$ cat src/rtl/mac_sequencer.sv
// MAC instruction-register sequencer: walks {valid, addr, count}, issuing one memory read
// per element and accumulating the signed product of the two returned operands.
module mac_sequencer #(
    parameter int ADDR_W = 21,
    parameter int CNT_W  = 4,
    parameter int STRIDE = 8,
    parameter int DATA_W = 64
) (
    input  logic                      clk,
    input  logic                      rst_n,
    input  logic                      start,
    input  logic [ADDR_W-1:0]         start_addr,
    input  logic [CNT_W-1:0]          start_count,
    output logic                      busy,
    output logic [ADDR_W+CNT_W:0]     mir,
    output logic                      mem_req,
    output logic [ADDR_W-1:0]         mem_addr,
    input  logic                      mem_ack,
    input  logic [DATA_W-1:0]         mem_rdata,
    output logic [DATA_W-1:0]         acc_out,
    output logic                      done
);

    localparam int HALF = DATA_W / 2;

    // Handshake: mem_req stays high with mem_addr stable until a cycle with mem_ack=1;
    // that cycle transfers mem_rdata. mem_ack may coincide with the first mem_req cycle,
    // and mem_ack in any other state is ignored.
    typedef enum logic [1:0] {
        S_IDLE = 2'd0,
        S_REQ  = 2'd1,
        S_MAC  = 2'd2,
        S_DONE = 2'd3
    } state_t;

    state_t state, state_nxt;

    logic                     valid_q;
    logic [ADDR_W-1:0]        addr_q;
    logic [CNT_W-1:0]         count_q;
    logic [DATA_W-1:0]        operand_q;
    logic [DATA_W-1:0]        acc_q;

    logic [CNT_W-1:0]         count_dec;
    logic [ADDR_W-1:0]        addr_inc;
    logic signed [DATA_W-1:0] op_a;
    logic signed [DATA_W-1:0] op_b;
    logic signed [DATA_W-1:0] product;

    assign count_dec = count_q - CNT_W'(1);
    assign addr_inc  = addr_q + ADDR_W'(STRIDE);
    assign op_a      = {{HALF{operand_q[DATA_W-1]}}, operand_q[DATA_W-1:HALF]};
    assign op_b      = {{HALF{operand_q[HALF-1]}}, operand_q[HALF-1:0]};
    assign product   = op_a * op_b;

    always_ff @(posedge clk or negedge rst_n) begin
        if (!rst_n) state <= S_IDLE;
        else        state <= state_nxt;
    end

    always_comb begin
        state_nxt = state;
        case (state)
            S_IDLE: if (start) state_nxt = (start_count != '0) ? S_REQ : S_DONE;
            S_REQ:  if (mem_ack) state_nxt = S_MAC;
            S_MAC:  state_nxt = (count_dec == '0) ? S_DONE : S_REQ;
            S_DONE: state_nxt = S_IDLE;
            default: state_nxt = S_IDLE;
        endcase
    end

    always_ff @(posedge clk or negedge rst_n) begin
        if (!rst_n) begin
            valid_q   <= 1'b0;
            addr_q    <= '0;
            count_q   <= '0;
            operand_q <= '0;
            acc_q     <= '0;
        end else begin
            case (state)
                S_IDLE: begin
                    if (start) begin
                        acc_q <= '0;
                        if (start_count != '0) begin
                            valid_q <= 1'b1;
                            addr_q  <= start_addr;
                            count_q <= start_count;
                        end
                    end
                end
                S_REQ: if (mem_ack) operand_q <= mem_rdata;
                S_MAC: begin
                    acc_q <= acc_q + product;
                    // The register is cleared as a whole once the last element retires.
                    if (count_dec == '0) begin
                        valid_q <= 1'b0;
                        addr_q  <= '0;
                        count_q <= '0;
                    end else begin
                        addr_q  <= addr_inc;
                        count_q <= count_dec;
                    end
                end
                default: ;
            endcase
        end
    end

    assign mir      = {valid_q, addr_q, count_q};
    assign mem_addr = addr_q;
    assign mem_req  = (state == S_REQ);
    assign busy     = (state != S_IDLE);
    assign done     = (state == S_DONE);
    assign acc_out  = acc_q;

endmodule

$ cat config.mk
export PLATFORM = sky130hd
export DESIGN_NAME = mac_sequencer
export DESIGN_NICKNAME = d
export VERILOG_FILES = /design/src/rtl/mac_sequencer.sv
export SDC_FILE = /design/constraint.sdc
export NUM_CORES = 2
export LEC_CHECK = 0
export ABC_AREA = 1
export CORE_AREA = 2 2 377 379
export CTS_BUF_LIST = sky130_fd_sc_hd__clkbuf_16
export DETAILED_ROUTE_END_ITERATION = 8
export DIE_AREA = 0 0 379 381
export PLACE_DENSITY_LB_ADDON = 0.1
export SKIP_CTS_REPAIR_TIMING = 1
export SLEW_MARGIN = 25
export SYNTH_ARGS = -nofsm -noshare
export SYNTH_HDL_FRONTEND = slang
export SYNTH_SLANG_ARGS = --single-unit
$ cat constraint.sdc
create_clock -name clk -period 7.15 [get_ports clk]
set_input_delay 0.715 -clock clk [delete_from_list [all_inputs] [get_ports clk]]
set_output_delay 0.715 -clock clk [all_outputs]
set_load 0.02 [all_outputs]
# After elaboration in Yosys (flattened, before gate mapping)
# Cells that the tools add are included.
totals:
  register_bits: 156
  word_cells: 46
op_classes:
  add_sub_neg: 3
  multipliers: 1
  eq_ne: 7
  n_mux: 19
  n_reduce_logical: 10
op_table:
  columns: ["op", "count"]
  rows:
  - ["case mux 64 bit (2 select lines)", 1]
  - ["adder 64 bit", 1]
  - ["multiplier 32 x 32 -> 64 bit", 1]
  - ["two-way mux 64 bit", 1]
  - ["two-way mux 21 bit", 3]
  - ["case mux 21 bit (2 select lines)", 1]
  - ["adder 21 x 4 -> 21 bit, second input constant", 1]
  - ["two-way mux 4 bit", 3]
  - ["two-way mux 2 bit", 4]
  - ["case mux 2 bit (4 select lines)", 1]
  - ["case mux 4 bit (2 select lines)", 1]
  - ["inequality test 2 bit, second input constant", 3]
  - ["AND reduction 2 bit", 3]
  - ["equality test 2 bit, second input constant", 2]
  - ["zero test 4 bit", 1]
  - ["AND reduction 4 bit", 1]
  - ["nonzero test 2 bit", 2]
  - ["nonzero test 4 bit", 1]
  - ["subtractor 4 x 1 -> 4 bit, second input constant", 1]
  - ["two-way mux 1 bit", 3]
  - ["AND reduction 3 bit", 1]
  - ["equality test 2 x 1 -> 1 bit, second input constant", 1]
  - ["zero test 2 bit", 1]
  - ["inequality test 2 x 1 -> 1 bit, second input constant", 1]
  - ["case mux 1 bit (2 select lines)", 1]

# Logic depth before layout (Yosys ltp)
logic_depth:
  ltp_word: 4
  depth_mapped: 34
  ltp_nobuf: 32

# Worst setup path before layout
# Ideal clock, no wire load.
synth_path:
  path_kind: "register -> register"
  startpoint: "register operand_q[63]"
  endpoint: "register acc_q[62] (netlist: acc_out[62])"
  arrival_time_ps: 7579
  path_slack_ps: -547
  stages_incl_launch_ff: 28
  path_buffers: 1
  synth_period_minus_slack_ps: 7697
  cell_sequence: "dfrtp_1 > clkbuf_1 > nand2_1 > fa_1 > inv_1 > fa_1 > fa_1 > inv_1 > fa_1 > inv_1 > fa_1 > fa_1 > fa_1 > inv_1 > fa_1 > inv_1 > ha_1 > nand2_1 > nor2_2 > inv_2 > nor2_2 > inv_1 > nor4_1 > nand2_2 > nand2_1 > nand2_1 > nand3_1 > nand2_1"
synth_between:
  elab_chain_len: 3
synth_rtl:
  columns: ["item", "line", "rtl"]
  rows:
  - ["from (decl)", "41", "logic [DATA_W-1:0] operand_q;"]
  - ["from (signal assigned)", "91", "S_REQ: if (mem_ack) operand_q <= mem_rdata;"]
  - ["multiplier 32 x 32 -> 64 bit", "54", "assign product = op_a * op_b;"]
  - ["adder 64 bit", "93", "acc_q <= acc_q + product;"]
  - ["case mux 64 bit (2 select lines)", "80", "case (state)"]
  - ["to (signal assigned)", "93", null]
  - ["to (decl)", "42", "logic [DATA_W-1:0] acc_q;"]
# Every way passes these cells.
# A chain may end at the register's enable or synchronous reset.

# Worst setup path after layout
layout_path:
  startpoint: "register operand_q[63]"
  endpoint: "register acc_q[53] (netlist: acc_out[53])"
# The elaborated chain is that of the path after synthesis.

==> impl_results.md <==
- Num rows: 138
- Core area: 141000 um^2
- Final Hold Fails: 0
- RSZ-0062 raised after global routing: true
- Tot GR Track Use: 23.1%
- DP HPWL: 138000 um
- Crit path max fanout: 13
- Max-slew violations: 0
- H-tree lvl count: 4
- Clock sink total: 156
- Outcome: finished, violations left
- Pre-antenna DRT Iters: 5
- Gr ovfl total: 0
- GP Congestion: 0.923
- Antenna viol nets, final: 0
- Routed WL: 161000 um
- Synth Area in Adders: 55.2%
- Remaining DRCs: 0
- Maximum clock path buffer count: 2
- Cell variety after synth: 52
- Failing checks: setup timing
- Fmax achieved: 0.139 GHz
- Crit path kind: reg -> reg
- Worst setup margin: -0.0424 ns
- Sequential share of the synthesized area: 7.99%
- Top cells by area, synth: fa_1 50%, inv_1 14%, nand2_1 11%
- Inserted Clock Buffers: 17
- Post-Synth XOR/XNOR Area: 0.645%
- Ys async rst share: 100%
- Slew @ Worst Pin: 0.938 ns
- P&R area growth vs syn: 22.7%
- ANT cells: 0
- Synth Area in Simple Gates: 14.8%
- Nets@finish: 7899
- Post-route minimum period: 7.19 ns
- Largest net degree at the start of global routing: 91
- Die height: 381 um
- Worst Path Arrival: 7.62 ns
- Clk_lat worst skew: 0.54 ns
- Die Area: 144000 um^2
- Family with the most delay on the worst path: adder cells
- Routed vias: 37800
- Commonest non-fill, non-tap cell in the layout: inv_1
- Crit. End Element: register
- Worst Path Buf+Inv: 11
- Post-Syn Nets: 7438
- Mapped Cells: 5914
- Root Buffer: clkbuf_16
- Required time of the critical path: 7.57 ns
- Post-synth EDFFs: 0
- Slowest cell on the critical path: fa_2
- Final hold slack: 0.180 ns
- Worst Hold Class: in -> async
- Mux cell area share after synthesis: 1.45%
- Crit-path max cell delay: 0.60 ns
- Cell taking the most area after synthesis: fa_1
- Die X: 379 um
- Largest family of logic cells by synthesized area: adder cells
- Fraction of layout cells with a size suffix above 1: 16.7%
- Crit share post-route: 101%
- Commonest cells after routing, fill and taps aside: 1827 x inv_1, 1340 x nand2_1, 1177 x fa_1, 403 x buf_4, 205 x clkdlybuf4s50_1
- # setup viols final: 3
- Rel. slew slack: 37.5%
- Post-synthesis compound-gate area fraction: 2.94%
- Flops & latches, synth: 156
- DR vias/cell: 4.57
- Synth top area share: 49.6%
- Starting Density: 34.8%
- Initial antenna violation count: 3
- Clk_skew: 0.0261 ns
- Synthesis warning total: 0
- WL per Instance: 19.5 um
- Synthesized area per cell: 8.27 um^2
- I/O Buffers: 206
- IO Pins: 207
- Crit start category: register
- Clock slew at reported path FFs: 0.10 ns
- Most frequent CP cell: fa_1
- Initial DRC Count: 2213
- Synthesized cell area: 48900 um^2
- Max Cap Viol: 0
- Vias in the first global route: 41136
- First-pass GRT wire length: 250000 um
- CTS tree: yes
- Prevailing post-synth register cell: dfrtp_1
[routing by layer]
metal | vias to the layer above | GRT usage [%] | wire length, um
met3 | 111 | 2.32 | 6940
li1 | 17323 | - | -
met4 | 2 | 4.34 | 2920
met1 | 19544 | 33.5 | 74300
met2 | 820 | 37.5 | 77000
met5 | - | 0 | 7
[cells by family (layout without fill, tap and decap cells)]
group           Yosys count  in the layout
simple gates           1796           1796
mux                      63             63
xor+xnor                 36             36
flops                   156            156
compound gates          252            252
buf+inv                2180           2654
fa+ha+maj              1431           1431
[flip-flops by register name, indices dropped and copies added (netlist names)]
name       count
operand_q     64
state          2
mem_addr      21
acc_out       64
valid_q        1
count_q        4
[cells in the mapped netlist (4+ instances only)]
cell	instances
a21oi_2	6
o22ai_1	15
buf_2	18
nand3_1	114
a21oi_1	88
nor3_1	5
buf_1	4
ha_1	221
nand3b_1	4
xnor2_1	10
nand3_2	8
o211ai_1	10
dfrtp_1	156
nor2_1	173
buf_4	22
nand2_1	1412
inv_2	9
xor2_1	26
o21ai_1	26
a21o_1	4
nand2_2	13
or2_2	7
mux2_2	63
nand2_4	4
nand4_1	16
or2_0	4
inv_1	1872
o21ai_0	75
clkbuf_1	255
o21bai_1	10
nor2_2	19
fa_1	1210
[worst reg2reg max path, delay by kind of cell (launching register included)]
kind | cells | cell delay, ns
DFF | 1 | 0.45
buffers and inverters | 11 | 1.19
adders and majority gates | 9 | 4.37
and+or+nand+nor | 10 | 1.07
[final cells by class]
| type | count | area (um^2) |
|---|---|---|
| repair buffers | 741 | 7490 |
| well taps | 1890 | 2360 |
| flip-flops and latches | 156 | 3920 |
| clock buffers | 17 | 425 |
| clock inverters | 15 | 198 |
| multi-input cells | 3578 | 38500 |
| inverters | 1881 | 7090 |
| fillers | 14418 | 80600 |
[path summary, 6_finish.rpt]
check	from	slack, ns	end	cells past startpoint
max	operand_q[63]	-0.04	acc_out[53]	30
max in group asynchronous	rst_n	5.77	operand_q[39]	2
min reg2reg	mem_addr[2]	0.55	mem_addr[2]	2
max reg2reg	operand_q[63]	-0.04	acc_out[53]	30
min	rst_n	0.18	mem_addr[9]	1
min in group clk	mem_addr[2]	0.55	mem_addr[2]	2
[metrics by stage]
| stage | area, um^2 | setup slack (ns) | utilization [%] | instances | TNS (ns) |
|---|---|---|---|---|---|
| 3_5_place_dp | 56900 | -0.299 | 40.5 | 8193 | -4.07 |
| 2_1_floorplan | 48900 | 0.0131 | - | 5914 | 0 |
| 3_3_place_gp | 56900 | -0.327 | 40.5 | 8193 | -3.58 |
| 5_1_grt | 60000 | -0.344 | 42.7 | 8278 | -4.74 |
| 6_report | 60000 | -0.0424 | 42.7 | 8278 | -0.0755 |
| 4_1_cts | 57500 | -0.345 | 40.9 | 8225 | -5.24 |
Power is not shown: default switching activity piles up to over one toggle a cycle in this logic, so the estimate is an artifact.
